<file path="config.mk">
export PLATFORM = sky130hd
export DESIGN_NAME = flash_sample_reader
export DESIGN_NICKNAME = d
export VERILOG_FILES = /design/src/rtl/flash_audio_pkg.sv /design/src/rtl/counter.sv /design/src/rtl/flash_sample_reader.sv
export SDC_FILE = /design/constraint.sdc
export NUM_CORES = 1
export LEC_CHECK = 0
export CAP_MARGIN = 20
export CORE_UTILIZATION = 45
export DETAILED_ROUTE_END_ITERATION = 7
export PLACE_DENSITY = 0.83
export SYNTH_ARGS = -nofsm -noshare
export SYNTH_HDL_FRONTEND = slang
export SYNTH_SLANG_ARGS = --single-unit
</file>
<file path="constraint.sdc">
create_clock -name clk -period 2.5 [get_ports clk]
set_input_delay 0.375 -clock clk [delete_from_list [all_inputs] [get_ports clk]]
set_output_delay 0.375 -clock clk [all_outputs]
set_load 0.01 [all_outputs]
</file>
<file path="src/rtl/flash_audio_pkg.sv">
// Shared types and constants for the flash audio playback path.
//   state_t            : playback FSM states
//   FLASH_ADDR_WIDTH   : flash word-address width
//   SAMPLE_WIDTH       : audio sample width (flash word holds two samples)
//   FLASH_MAX_ADDR     : highest flash word address; playback wraps past it to 0
package flash_audio_pkg;

  localparam int unsigned FLASH_ADDR_WIDTH = 23;
  localparam int unsigned SAMPLE_WIDTH     = 16;
  localparam int unsigned FLASH_MAX_ADDR   = 'h7FFFF;

  typedef enum logic [2:0] {
    IDLE,
    REQ,
    WAIT_DATA,
    OUT_LO,
    OUT_HI,
    DONE,
    DRAIN
  } state_t;

endpackage

</file>
<file path="src/rtl/counter.sv">
// Generic loadable up-counter with wrap (or saturate) at MaxVal.
//   clk_i, rst_ni : clock, asynchronous active-low reset
//   load_i        : load load_val_i (takes priority over en_i)
//   load_val_i    : value to load
//   en_i          : advance by Increment
//   count_o       : current count
// When the next step would pass MaxVal the count returns to MinVal, or holds at
// MaxVal if ControlPc is set.
module counter #(
  parameter int unsigned      Width     = 8,
  parameter logic [Width-1:0] Increment = Width'(1),
  parameter logic [Width-1:0] MinVal    = '0,
  parameter logic [Width-1:0] MaxVal    = '1,
  parameter bit               ControlPc = 1'b0
) (
  input  logic             clk_i,
  input  logic             rst_ni,
  input  logic             load_i,
  input  logic [Width-1:0] load_val_i,
  input  logic             en_i,
  output logic [Width-1:0] count_o
);

  logic [Width-1:0] count_q, count_d;
  logic             at_top;

  // Values above MaxVal underflow the subtraction and keep counting up.
  assign at_top = (MaxVal - count_q) < Increment;

  always_comb begin
    count_d = count_q;
    if (load_i) begin
      count_d = load_val_i;
    end else if (en_i) begin
      if (at_top) begin
        count_d = ControlPc ? MaxVal : MinVal;
      end else begin
        count_d = count_q + Increment;
      end
    end
  end

  always_ff @(posedge clk_i or negedge rst_ni) begin
    if (!rst_ni) begin
      count_q <= '0;
    end else begin
      count_q <= count_d;
    end
  end

  assign count_o = count_q;

endmodule

</file>
<file path="src/rtl/flash_sample_reader.sv">
// Word-by-word audio playback engine. Reads 32-bit words from flash over an
// Avalon-MM read master across an inclusive (possibly wrapping) word range and
// emits the low then high 16-bit half of each word, one per sample_tick.
//   clk, reset               : clock, asynchronous active-low reset
//   start, stop              : one-cycle control pulses
//   start_addr, end_addr     : inclusive word range, captured on start
//   sample_tick              : one-cycle sample-rate strobe (already in clk domain)
//   flash_*                  : Avalon-MM read master
//   audio_sample/sample_valid: current sample and its one-cycle update strobe
//   busy, done, underrun     : status (underrun is sticky until reset/start)
module flash_sample_reader
  import flash_audio_pkg::state_t, flash_audio_pkg::IDLE, flash_audio_pkg::REQ,
         flash_audio_pkg::WAIT_DATA, flash_audio_pkg::OUT_LO, flash_audio_pkg::OUT_HI,
         flash_audio_pkg::DONE, flash_audio_pkg::DRAIN;
#(
  parameter int unsigned           ADDR_WIDTH   = flash_audio_pkg::FLASH_ADDR_WIDTH,
  parameter int unsigned           SAMPLE_WIDTH = flash_audio_pkg::SAMPLE_WIDTH,
  parameter int unsigned           DATA_WIDTH   = 2 * SAMPLE_WIDTH,
  parameter logic [ADDR_WIDTH-1:0] MAX_ADDR     = ADDR_WIDTH'(flash_audio_pkg::FLASH_MAX_ADDR)
) (
  input  logic                    clk,
  input  logic                    reset,
  input  logic                    start,
  input  logic                    stop,
  input  logic [ADDR_WIDTH-1:0]   start_addr,
  input  logic [ADDR_WIDTH-1:0]   end_addr,
  input  logic                    sample_tick,
  output logic                    flash_read,
  output logic [ADDR_WIDTH-1:0]   flash_address,
  input  logic                    flash_waitrequest,
  input  logic [DATA_WIDTH-1:0]   flash_readdata,
  input  logic                    flash_readdatavalid,
  output logic [SAMPLE_WIDTH-1:0] audio_sample,
  output logic                    sample_valid,
  output logic                    busy,
  output logic                    done,
  output logic                    underrun
);

  state_t state_q, state_d;

  logic [ADDR_WIDTH-1:0]   cur_addr;
  logic [ADDR_WIDTH-1:0]   last_addr_q, last_addr_d;
  logic [DATA_WIDTH-1:0]   word_q, word_d;
  logic [SAMPLE_WIDTH-1:0] sample_q, sample_d;
  logic                    valid_q, valid_d;
  logic                    underrun_q, underrun_d;
  logic                    stop_pend_q, stop_pend_d;
  logic                    addr_load, addr_adv;
  logic                    at_last;
  logic                    tick_ok;

  assign at_last = (cur_addr == last_addr_q);
  // stop beats a coincident tick everywhere
  assign tick_ok = sample_tick && !stop;

  counter #(
    .Width     (ADDR_WIDTH),
    .Increment (ADDR_WIDTH'(1)),
    .MinVal    ('0),
    .MaxVal    (MAX_ADDR),
    .ControlPc (1'b0)
  ) u_addr_cnt (
    .clk_i      (clk),
    .rst_ni     (reset),
    .load_i     (addr_load),
    .load_val_i (start_addr),
    .en_i       (addr_adv),
    .count_o    (cur_addr)
  );

  // FSM state register
  always_ff @(posedge clk or negedge reset) begin
    if (!reset) begin
      state_q <= IDLE;
    end else begin
      state_q <= state_d;
    end
  end

  // FSM next state
  always_comb begin
    state_d = state_q;
    unique case (state_q)
      IDLE: begin
        if (start) state_d = REQ;
      end
      REQ: begin
        // The request cannot be withdrawn once issued; a stop only redirects
        // the accepted read into DRAIN.
        if (!flash_waitrequest) begin
          state_d = (stop || stop_pend_q) ? DRAIN : WAIT_DATA;
        end
      end
      WAIT_DATA: begin
        if (stop) begin
          state_d = flash_readdatavalid ? IDLE : DRAIN;
        end else if (flash_readdatavalid) begin
          state_d = OUT_LO;
        end
      end
      OUT_LO: begin
        if (stop) begin
          state_d = IDLE;
        end else if (sample_tick) begin
          state_d = OUT_HI;
        end
      end
      OUT_HI: begin
        if (stop) begin
          state_d = IDLE;
        end else if (sample_tick) begin
          state_d = at_last ? DONE : REQ;
        end
      end
      DONE: begin
        state_d = IDLE;
      end
      DRAIN: begin
        if (flash_readdatavalid) state_d = IDLE;
      end
      default: begin
        state_d = IDLE;
      end
    endcase
  end

  // FSM outputs
  always_comb begin
    flash_read = (state_q == REQ);
    busy       = (state_q != IDLE);
    done       = (state_q == DONE);
  end

  // Datapath next state
  always_comb begin
    last_addr_d = last_addr_q;
    word_d      = word_q;
    sample_d    = sample_q;
    valid_d     = 1'b0;
    underrun_d  = underrun_q;
    stop_pend_d = stop_pend_q;
    addr_load   = 1'b0;
    addr_adv    = 1'b0;
    unique case (state_q)
      IDLE: begin
        if (start) begin
          addr_load   = 1'b1;
          last_addr_d = end_addr;
          underrun_d  = 1'b0;
          stop_pend_d = 1'b0;
        end
      end
      REQ: begin
        if (!flash_waitrequest) begin
          stop_pend_d = 1'b0;
        end else if (stop) begin
          stop_pend_d = 1'b1;
        end
        if (tick_ok) underrun_d = 1'b1;
      end
      WAIT_DATA: begin
        if (tick_ok) underrun_d = 1'b1;
        if (flash_readdatavalid && !stop) word_d = flash_readdata;
      end
      OUT_LO: begin
        if (tick_ok) begin
          sample_d = word_q[SAMPLE_WIDTH-1:0];
          valid_d  = 1'b1;
        end
      end
      OUT_HI: begin
        if (tick_ok) begin
          sample_d = word_q[DATA_WIDTH-1:SAMPLE_WIDTH];
          valid_d  = 1'b1;
          addr_adv = !at_last;
        end
      end
      default: begin
      end
    endcase
  end

  // Datapath registers
  always_ff @(posedge clk or negedge reset) begin
    if (!reset) begin
      last_addr_q <= '0;
      word_q      <= '0;
      sample_q    <= '0;
      valid_q     <= 1'b0;
      underrun_q  <= 1'b0;
      stop_pend_q <= 1'b0;
    end else begin
      last_addr_q <= last_addr_d;
      word_q      <= word_d;
      sample_q    <= sample_d;
      valid_q     <= valid_d;
      underrun_q  <= underrun_d;
      stop_pend_q <= stop_pend_d;
    end
  end

  assign flash_address = cur_addr;
  assign audio_sample  = sample_q;
  assign sample_valid  = valid_q;
  assign underrun      = underrun_q;

endmodule

</file>
-- Word-level counts from Yosys, hierarchy flattened
Cells that the tools add are included.
- flip-flop bits (word level): 100
- input port bits: 85
- output and inout bits: 44
- word-level logic and storage cells: 78
- add/subtract/negate cells: 2
- $lt $le $gt $ge: 1
- eq/ne operators: 17
- multiplexer cells: 31
- reductions and logical operators: 19
- operators by type and width (operator ; count):
    $mux 23 ; 3
    $mux 3 ; 12
    $mux 16 ; 2
    $pmux 16 s2 ; 1
    $add 23x1->23 const B ; 1
    $eq 23x23->1 ; 1
    $lt 23x1->1 const B ; 1
    $sub 19x23->23 const A ; 1
    $pmux 3 s6 ; 1
    $ne 3x3->1 const B ; 4
    $mux 1 ; 10
    $ne 2x2->1 const B ; 5
    $eq 3x3->1 const B ; 3
    $reduce_and 3->1 ; 3
    $reduce_bool 2->1 ; 4
    $eq 3x2->1 const B ; 2
    $reduce_and 6->1 ; 1
    $pmux 1 s2 ; 2
    $reduce_and 2->1 ; 2
    $reduce_or 2->1 ; 2
    $eq 3x1->1 const B ; 1
    $logic_not 3->1 ; 1
    $reduce_bool 3->1 ; 1
    $logic_and 1x1->1 ; 2
    3 further kinds ; 4

-- Logic depth before layout (Yosys ltp)
- word-level depth: 6
- depth in mapped cells: 9
- depth with buffers taken out: 7

-- Cells and area by module
Synthesis repeated with hierarchy kept, for this count alone.
- cells, all modules: 458
- area total of the unflattened synthesis: 4991.0 um^2
- by module, submodules not included (module ; instances ; cells each ; area an instance (um^2) ; seq. area each (um^2)):
    flash_sample_reader ; 1 ; 291 ; 3517.1 ; 1926.8
    counter ; 1 ; 167 ; 1473.9 ; 575.6

-- Worst setup path after synthesis
Ideal clock, no wire load.
- path type: register -> register
- start point: reg u_addr_cnt.count_q[0] (netlist: u_addr_cnt.count_o[0])
- end point: reg u_addr_cnt.count_q[22] (netlist: u_addr_cnt.count_o[22])
- library setup time: 126 ps
- arrival: 1999 ps
- required time: 2374 ps
- slack: 375 ps
- stages on the path, launching flop included: 8
- path buffers: 0
- clock period less this slack: 2125 ps
- cells stage by stage: dfrtp_1 ha_1 nand2_1 nor4_4 nand4_1 or3_1 a22o_1 a221o_1
- cells in the longest elaborated chain, start to end: 5
- elaborated cells between the ends (all ways): 11
- those cells by class: add/sub: 2; order compare: 1; eq/ne: 1; mux: 5; reduce/logical: 2
- RTL lines (what ; RTL line ; source):
    from (decl) ; counter.sv:24 ; logic [Width-1:0] count_q, count_d;
    from (signal assigned) ; counter.sv:47 ; count_q <= count_d;
    $sub 19x23->23 or $eq 23x23->1 (tied branches) ; counter.sv:28, flash_sample_reader.sv:53 ;
    $lt 23x1->1 or $logic_not 1->1 (tied branches) ; counter.sv:28, flash_sample_reader.sv:176 ;
    $mux 23 or $mux 1 (tied branches) ; counter.sv:35, flash_sample_reader.sv:173 ;
    $mux 23 or $mux 1 (tied branches) ; counter.sv:34, flash_sample_reader.sv:145 ;
    $mux 23 or $reduce_bool 2->1 (tied branches) ; - ;
Several ways; a longest one is shown, not always the timed one. The select of a mux whose other input is x is not followed.
A chain may end at the register's enable or synchronous reset.

-- Worst setup path in the final report
- start point: reg u_addr_cnt.count_q[1] (netlist: u_addr_cnt.count_o[1])
- end point: reg u_addr_cnt.count_q[22] (netlist: u_addr_cnt.count_o[22])
The elaborated chain is that of the path after synthesis.

==> results by group <==
STA
  • Clock Skews: 0.0118 ns
  • Relative slew slack: about two thirds
  • Slew Viols, Final: 0
  • RSZ-0062 raised after global routing: no
  • Setup tns final: 0 ns
  • F_max: 427 MHz
  • Fin crit share: 93.6%
  • Final Hold Fails: 0
  • Worst-Margin Slew: 0.470 ns
  • Final setup viols: 0
  • Minimum clock period: 2.34 ns

Global routing
  • All-layer global routing usage: 23.8%
  • First-pass GRT wire length: 21300 um
  • Initial antenna violation count: 0
  • Vias in the first global route: 4413
  • Largest net degree at the start of global routing: 73
  • Aggregate global routing overflow: 0

Synthesis
  • Syn Inst Count: 505
  • Syn_area_per_cell: 9.83 sq um
  • Ys flop type: dfrtp_1
  • Syn Nets: 591
  • Yosys reg bits: 100
  • Yosys warnings: 0
  • Unique masters post-synth: 54
  • Cell area after synthesis: ~0.005 sq mm
  • Post-synth EDFFs: 0
  • Sequential area share after synthesis: 50.4%
  • Ys async rst share: 100%

Clock network
  • Setup bufs post-CTS: 0
  • Clock Latency Late Sink: 0.36 ns
  • Clk sink count: 100
  • Reg clk slew, reported paths: 0.10 ns
  • Post-cts resize count: 0
  • CTS Buf Count: 9
  • Clock tree root driver cell: clkbuf_8
  • Max clock buf depth: 2
  • Number of H-tree levels: 3
  • TritonCTS clock tree: done

Die
  • I/O pin total: 129
  • Core box area: 0.0105 sq mm
  • Initial Util: 47.2%
  • Die footprint: roughly 0.011 sq mm
  • Num rows: 37
  • Die W: 107 um
  • Die height: around 110 um

Cells and area
  • Net count, final: 719
  • Layout cell share with drive strength beyond 1: 12.4%
  • Synth-to-layout area growth: 34.3%
  • Antenna cell count: 0

Route
  • DRC: 0
  • Vias: roughly 4300
  • Final wirelength: 13000 um
  • Wire per inst: 16.8 um
  • Routed Antenna Nets: 0
  • Drt via density: 5.61
  • DRT Pass-1 Iters: 5
  • Initial DRC Count: 292

Status
  • Run status: completed

Power
  • Part of the power in the clock network: 13.3%
  • Worst VDD drop: 510 uV
  • Switch share: 38.9%
  • P_sw: ~2.9 mW
  • Logic pwr share: 44.6%
  • Internal power: 4.48 mW
  • PwrDens: 1100 mW/mm^2
  • Lkg Pwr: ~2.8 nW
  • Final Total Pwr: between 7 and 8 mW
  • Register share of total power: 42.1%

Setup path
  • Reg2reg start: u_addr_cnt.count_o[1]$_DFFE_PN0P_
  • Startpoint Class: flip-flop
  • Worst EP arrival: 2.59 ns
  • R2R setup slack: 0.16 ns
  • Crit-path max FO: 5
  • Worst reg2reg path endpoint: u_addr_cnt.count_o[22]$_DFFE_PN0P_
  • CP Class: flip-flop to flip-flop
  • WP data required: 2.75 ns
  • Reg2Reg Depth: 7
  • CP Capture Type: flip-flop

Placed design
  • I/O Buffers: 128
  • Placed wire-length estimate: between 9000 and 10000 um
  • Routability cong.: 0.914

Flow run
  • Maxcap violations: 0

Worst hold path
  • Worst hold path class: primary input to asynchronous set/reset pin
==> worst max-delay path, stage by stage (launching register included) <==
cell and delay (ns):
dfrtp_1 0.44, ha_1 0.26, nand2_1 0.14, nor4_4 0.26, nand4_1 0.19, or3_1 0.43, a22o_1 0.22, a221o_1 0.29
==> final cells by class <==
class / count / area (sq um)
inverter: 6 / 22.5
tap: 136 / 170
clock buffer: 9 / 124
sequential: 100 / 2500
clock inverter: 7 / 58.8
timing repair buffer: 148 / 1470
fill: 854 / 3840
multi-input combinational: 368 / 2320
==> placed cells by master, fill, tap and decap left out, drive strengths merged, types with 2 or more instances in the layout <==
cell           instances
nor2                  39
o21a                   2
nor3b                  5
buf                   20
and3                   8
a31oi                  7
nor2b                  4
nand2                 98
nand2b                 3
xor2                  23
nand3                 15
a311oi                 3
nor4                   7
or4                    5
a221o                  4
o31ai                  2
o21ai                 14
and4                   4
nand4                  4
o22ai                  3
o311ai                 3
a22o                   2
mux2i                 18
a21oi                 29
clkdlybuf4s50        127
o211ai                 5
nor3                   7
clkbuf                 9
a211oi                 4
dfrtp                100
mux2                  33
and2                   2
clkinvlp               3
inv                    9
==> flip-flops by register name (all words and copies together), names as in the netlist <==
signal	flops
last_addr_q	23
stop_pend_q	1
sample_valid	1
underrun	1
word_q	32
audio_sample	16
state_q	3
u_addr_cnt.count_o	23
==> cells in the mapped netlist, types with 4 or more instances <==
library cell | instances | area [sq um]
dfrtp_1 | 100 | 2500
nor2b_1 | 4 | 25.0
o21ai_0 | 13 | 65.1
or4_1 | 5 | 37.5
nor2_1 | 39 | 146
and4_1 | 4 | 35.0
inv_1 | 5 | 18.8
xor2_1 | 23 | 201
nor3b_1 | 5 | 37.5
mux2_2 | 33 | 372
a211oi_1 | 4 | 30.0
clkbuf_1 | 16 | 60.1
a221o_1 | 4 | 40.0
mux2i_1 | 18 | 180
buf_1 | 7 | 26.3
nor3_1 | 7 | 35.0
nand3_1 | 14 | 70.1
and3_1 | 5 | 31.3
a21oi_1 | 29 | 145
nand2_1 | 98 | 368
nand4_1 | 4 | 25.0
nor4_1 | 6 | 37.5
a31oi_1 | 7 | 43.8
o211ai_1 | 5 | 37.5
buf_2 | 5 | 25.0
==> worst max path at each step <==
stage,start,to,slack (ns)
after floorplan,u_addr_cnt.count_o[0]$_DFFE_PN0P_,u_addr_cnt.count_o[22]$_DFFE_PN0P_,0.38
after global placement,sample_tick,u_addr_cnt.count_o[4]$_DFFE_PN0P_,0.26
after detailed placement,u_addr_cnt.count_o[0]$_DFFE_PN0P_,u_addr_cnt.count_o[22]$_DFFE_PN0P_,0.21
after CTS,u_addr_cnt.count_o[1]$_DFFE_PN0P_,u_addr_cnt.count_o[22]$_DFFE_PN0P_,0.17
after global routing,u_addr_cnt.count_o[1]$_DFFE_PN0P_,u_addr_cnt.count_o[22]$_DFFE_PN0P_,0.02
final,u_addr_cnt.count_o[1]$_DFFE_PN0P_,u_addr_cnt.count_o[22]$_DFFE_PN0P_,0.16
==> cells by family after synthesis <==
kind of cell,Yosys count,share of synthesized area [%]
muxes,51,11.1
buffers and inverters,37,3.15
DFF,100,50.4
adders and majority gates,1,0.252
and+or+nand+nor,206,19.7
xor gates and xnor gates,24,4.23
AOI/OAI and AO/OA,86,11.1
==> metal layers <==
metal | vias to the layer above | track usage (%) | share of wire (%)
met4 | 0 | 8.22 | 2.2
li1 | 2045 | - | -
met2 | 172 | 41.2 | 50
met3 | 26 | 6.63 | 7.9
met5 | - | 0 | 0
met1 | 2100 | 28.5 | 40
==> power groups by stage <==
stage               combinational, mW  sequential (mW)  clock, mW
finish                           3.27             3.08      0.975
global route                     3.59             3.19       1.07
CTS                              3.29             3.08      0.996
detailed placement               3.27             3.11          0
global placement                 3.16             3.06          0
floorplan                        1.77             3.07          0
==> timing repair <==
action | CTS | global route
endpoints found under the setup margin | 0 | 0
endpoints found under the hold margin | 28 | 0
hold buffers | 1 | 0
==> per-stage QoR <==
stage | area (sq um) | cells | util, % | worst slack, ns | hold slack (ns)
after CTS | 6670 | 774 | 63.4 | 0.175 | 0.481
after global routing | 6670 | 774 | 63.4 | 0.0157 | 0.483
after global placement | 6470 | 757 | 61.6 | 0.262 | 0.325
final | 6670 | 774 | 63.4 | 0.160 | 0.473
after floorplan | 4960 | 505 | - | 0.375 | 0.0794
after detailed placement | 6470 | 757 | 61.6 | 0.209 | 0.326
Power figures use the tool's default switching activity.
